File: src/rtl/ex_mem_pipe.sv
// EX/MEM pipeline register with branch redirect and wrong-path squash shadow.
// Optional forwarding outputs are enabled by defining EX_MEM_FWD_EN.
module ex_mem_pipe #(
  parameter int DATA_WIDTH = 32,
  parameter int REG_ADDR_W = 5,
  parameter int SHADOW     = 2
) (
  input  logic                  clk,
  input  logic                  reset,
  input  logic                  ex_valid,
  input  logic [DATA_WIDTH-1:0] ALUResult,
  input  logic [DATA_WIDTH-1:0] RegData2,
  input  logic [REG_ADDR_W-1:0] Rd,
  input  logic                  RegWrite,
  input  logic                  MemRead,
  input  logic                  MemWrite,
  input  logic                  Branch,
  input  logic                  Jump,
  input  logic [DATA_WIDTH-1:0] BranchTarget,
  input  logic                  mem_stall,
  output logic                  mem_valid,
  output logic [DATA_WIDTH-1:0] mem_alu_result,
  output logic [DATA_WIDTH-1:0] mem_wdata,
  output logic [REG_ADDR_W-1:0] mem_rd,
  output logic                  mem_RegWrite,
  output logic                  mem_MemRead,
  output logic                  mem_MemWrite,
  output logic                  pc_sel,
  output logic [DATA_WIDTH-1:0] pc_target,
  output logic                  ex_hold
`ifdef EX_MEM_FWD_EN
  ,
  output logic                  fwd_valid,
  output logic [REG_ADDR_W-1:0] fwd_rd,
  output logic [DATA_WIDTH-1:0] fwd_data
`endif
);

  // state  | meaning
  // RUN    | slots pass to MEM, branches evaluated
  // SQUASH | sq_cnt wrong-path slots left to kill after a redirect
  typedef enum logic {RUN, SQUASH} state_t;

  localparam logic [1:0] SHADOW_CNT = 2'(SHADOW);

  state_t     state, state_next;
  logic [1:0] sq_cnt, sq_cnt_next;
  logic       accept, taken;

  always_ff @(posedge clk or posedge reset) begin
    if (reset) begin
      state  <= RUN;
      sq_cnt <= 2'd0;
    end else begin
      state  <= state_next;
      sq_cnt <= sq_cnt_next;
    end
  end

  always_comb begin
    state_next  = state;
    sq_cnt_next = sq_cnt;
    accept      = ex_valid & ~mem_stall & (state == RUN);
    taken       = accept & ((Branch & ALUResult[0]) | Jump);
    if (!mem_stall) begin
      case (state)
        RUN: begin
          if (taken) begin
            state_next  = SQUASH;
            sq_cnt_next = SHADOW_CNT;
          end
        end
        SQUASH: begin
          // a count of 0 here is unreachable; treat it like the last slot
          if (sq_cnt <= 2'd1) begin
            state_next  = RUN;
            sq_cnt_next = 2'd0;
          end else begin
            sq_cnt_next = sq_cnt - 2'd1;
          end
        end
        default: begin
          state_next  = RUN;
          sq_cnt_next = 2'd0;
        end
      endcase
    end
  end

  always_ff @(posedge clk or posedge reset) begin
    if (reset) begin
      mem_valid      <= 1'b0;
      mem_alu_result <= '0;
      mem_wdata      <= '0;
      mem_rd         <= '0;
      mem_RegWrite   <= 1'b0;
      mem_MemRead    <= 1'b0;
      mem_MemWrite   <= 1'b0;
      pc_sel         <= 1'b0;
      pc_target      <= '0;
    end else begin
      pc_sel <= taken;
      if (taken) pc_target <= BranchTarget;
      if (!mem_stall) begin
        mem_valid      <= accept;
        mem_alu_result <= ALUResult;
        mem_wdata      <= RegData2;
        mem_rd         <= Rd;
        mem_RegWrite   <= accept & RegWrite;
        mem_MemRead    <= accept & MemRead;
        mem_MemWrite   <= accept & MemWrite;
      end
    end
  end

  assign ex_hold = mem_stall;

`ifdef EX_MEM_FWD_EN
  assign fwd_valid = mem_valid & mem_RegWrite & (mem_rd != '0);
  assign fwd_rd    = mem_rd;
  assign fwd_data  = mem_alu_result;
`endif

endmodule

File: config.mk
export PLATFORM = sky130hd
export DESIGN_NAME = ex_mem_pipe
export DESIGN_NICKNAME = d
export VERILOG_FILES = /design/src/rtl/ex_mem_pipe.sv
export SDC_FILE = /design/constraint.sdc
export NUM_CORES = 1
export LEC_CHECK = 0
export CAP_MARGIN = 25
export CORE_UTILIZATION = 35
export CTS_CLUSTER_SIZE = 8
export DETAILED_ROUTE_END_ITERATION = 10
export GPL_ROUTABILITY_DRIVEN = 0
export PLACE_DENSITY = 0.86
export SLEW_MARGIN = 20
export SYNTH_ARGS = -nofsm -noshare
export SYNTH_HDL_FRONTEND = slang
export SYNTH_SLANG_ARGS = --single-unit
File: constraint.sdc
create_clock -name clk -period 3.2 [get_ports clk]
set_input_delay 0.48 -clock clk [delete_from_list [all_inputs] [get_ports clk]]
set_output_delay 0.48 -clock clk [all_outputs]
set_load 0.01 [all_outputs]
==> results by group <==
Floorplanning
  – Chip Height: 110 µm
  – Row Count: 39
  – Initial standard-cell utilization of the core: 35.8%
  – Top-level I/O count: 217
  – Horiz. Die Dim: 110 µm
  – Area enclosed by the die boundary: 12100 µm²
  – Std-Cell Core Area: 11400 µm²

Detailed routing
  – Count of vias placed by the detailed router: 2848
  – Detailed Routing Iterations Pass 1: 4
  – Met3 WL: 867 µm
  – Mean routed wirelength per cell: 16.1 µm
  – Highest layer used for signal routing: met4
  – Met1 wire length: 3780 µm
  – DRC: 0
  – Starting DRC count in detailed routing: 90
  – Post-DRT Antenna Nets: 0
  – Total wire length after detailed routing: 9810 µm
  – Total length of routed met2 wires: 4980 µm
  – Mean number of vias per cell: 4.66

Power and ir drop
  – Post-layout power: 4.35 mW
  – Power density relative to cell area: 649 nW/µm²
  – Leak pwr: 2.73 nW
  – Worst VDD drop: 0.000420 V

Clock tree
  – CTS tree: done
  – Clock Latency Late Sink: 0.34 ns
  – Number of resized instances in the post-cts repair step: 0
  – Num Clock Sinks: 109
  – Num CTS Buffers: 9
  – Cell at the root of the clock tree: clkbuf_16
  – Number of hold buffers added after CTS: 0
  – Clock tree buffer depth: 2
  – Number of buffers inserted to repair setup after CTS: 0
  – Reg clk slew, reported paths: 0.06 ns
  – H-Tree Level Count: 3

Timing
  – Least-Margin Pin Slew: 0.798 ns
  – Relative slew slack: 46.7%
  – Share of the clock period used by the worst path: 65.0%
  – Unrepaired setup endpoints after global routing: no
  – Fin. max-slew vios: 0
  – TNS Setup: 0 ns
  – Final count of negative-setup-slack endpoints: 0
  – Final setup skew: 0.00660 ns
  – Number of endpoints with negative hold slack in the final report: 0
  – Max Clock Freq: 481 MHz
  – Final critical-path required period: 2.08 ns
  – Post-route worst setup slack: 1.12 ns

Critical path
  – CP delay by family, top: buffers and inverters
  – Slowest cell on crit path: clkdlybuf4s50_1
  – Worst Path Max Fanout: 23
  – Worst path max stage delay: 0.66 ns
  – Data required time of the worst path: 2.72 ns
  – Category of the most critical setup path: in -> out
  – Series of cell instances along the critical path: buf_2 -> clkdlybuf4s50_1
  – Type of element capturing the critical path: output pin
  – Critical path launch point type: primary input
  – Arr. time, crit path: 1.60 ns
  – Buffers and inverters on the worst path: 2

Final layout
  – Share of post-route cells with drive strength above 1: 26.1%
  – Filler-free cell count of the finished design: 611
  – Reg area: 2730 µm²
  – Number of inserted diodes: 0
  – Combined area of the multi-input logic cells: 1270 µm²
  – Fill cells: 902
  – Relative area change from synthesis to final layout: 63.9%
  – Net count reported at finish: 575
  – Final core utilization: 58.7%

Yosys
  – Fraction of post-synthesis cell area in the top cell type by area: 66.7%
  – Synthesized instance count: 247
  – Top cell type by total area after synthesis: dfrtp_1
  – Most frequent cell after synthesis: dfrtp_1
  – Number of flops mapped to enable cells by yosys: 0
  – Fraction of registers with async set/reset: 100%
  – Distinct cell type count of the synthesized netlist: 14
  – Mean post-synth cell area: 16.5 µm²
  – Post-synthesis sequential area ratio: 66.7%
  – Mapped Nets: 357
  – Cell area after synthesis: 4090 µm²
  – Count of synthesis-stage warnings from yosys: 0
  – Top post-synthesis cells by count: 109 x dfrtp_1, 101 x mux2_2, 9 x buf_2
  – Biggest area contributors in the synthesized netlist: dfrtp_1 67%, mux2_2 28%, buf_2 1.1%
  – Seq cells post-synth: 109
  – Top FF cell, synth: dfrtp_1

Run status
  – Result of the run: complete, no violations

Flow run
  – Max cap viols: 0

Place
  – Post-placement setup slack: 0.989 ns
  – Buffers added on ports: 216
  – Number of placed instances, taps included: 597
  – Placed wire-length estimate: 7260 µm

Min path
  – Min-delay worst type: reg -> reg

Global route
  – Grt total ovfl: 0
  – Number of global-route vias before repair: 3052
  – Tot GR Track Use: 16.4%
  – Largest net degree at the start of global routing: 60
  – Initial antenna violation count: 0
  – Wire length of the first global-routing pass: 15000 µm
## cells by family after synthesis
kind of cell           count (synthesis)  share of synthesized area (%)
AO/OA/AOI/OAI                          8                           1.01
buffers and inverters                 14                           2.20
flip-flops                           109                           66.7
multiplexers                         101                           27.8
AND/OR/NAND/NOR                       15                           2.23
## power breakdown
group          leakage [nW]  switching [mW]  internal [mW]  total [mW]
Clock                 0.141           0.468          0.678        1.15
Combinational          1.31           0.462          0.872        1.33
Sequential             1.29           0.174           1.69        1.87
## through the flow
| stage | instance area [µm²] | hold slack, ns |
|---|---|---|
| finish | 6700 | 0.487 |
| global route | 6700 | 0.502 |
| CTS | 6700 | 0.491 |
| detailed placement | 6400 | 0.475 |
| global placement | 6400 | 0.473 |
| floorplan | 4090 | 0.488 |
## per-layer routing
metal | vias to the layer above | track usage (%)
met4 | 0 | 6.95
met3 | 14 | 5.00
met5 | - | 0
met1 | 1419 | 19.1
met2 | 127 | 28.1
li1 | 1288 | -
## path summary, 6_finish.rpt
kind | slack, ns | end | startpoint | depth (start not counted)
setup / recovery | 1.12 | ex_hold | mem_stall | 2
hold / removal | 0.49 | mem_RegWrite$_DFFE_PP0N_ | mem_RegWrite$_DFFE_PP0N_ | 2
setup reg to reg | 1.53 | pc_target[10]$_DFFE_PP0P_ | state$_DFFE_PP0N_ | 4
hold reg to reg | 0.49 | mem_RegWrite$_DFFE_PP0N_ | mem_RegWrite$_DFFE_PP0N_ | 2
max in group asynchronous | 1.82 | mem_alu_result[20]$_DFFE_PP0N_ | reset | 3
min in group asynchronous | 0.64 | mem_valid$_DFFE_PP0N_ | reset | 2
## area by class of cell
| cell class | instances | share of cell area, % |
|---|---|---|
| clock inverters | 4 | 1.12 |
| inverters | 1 | 0.112 |
| flip-flops and latches | 109 | 40.7 |
| clock buffers | 10 | 3.42 |
| multi-input cells | 124 | 19.0 |
| well taps | 143 | 2.67 |
| repair buffers | 220 | 33.0 |
## sequential cells by signal, indices dropped and copies added (netlist names)
register,count
mem_valid,1
pc_target,32
mem_MemWrite,1
mem_alu_result,32
mem_RegWrite,1
mem_rd,5
mem_wdata,32
sq_cnt,2
pc_sel,1
mem_MemRead,1
state,1
## layout by cell type, fill, tap and decap left out, drive strengths merged
cell type        n
clkdlybuf4s50  215
dfrtp          109
mux2           101
clkbuf          10
nand2            8
o21ai            6
nand2b           5
buf              5
clkinvlp         3
bufinv           2
a21oi            1
nor3             1
nor2b            1
o22ai            1
(Power assumes the default switching activity.)
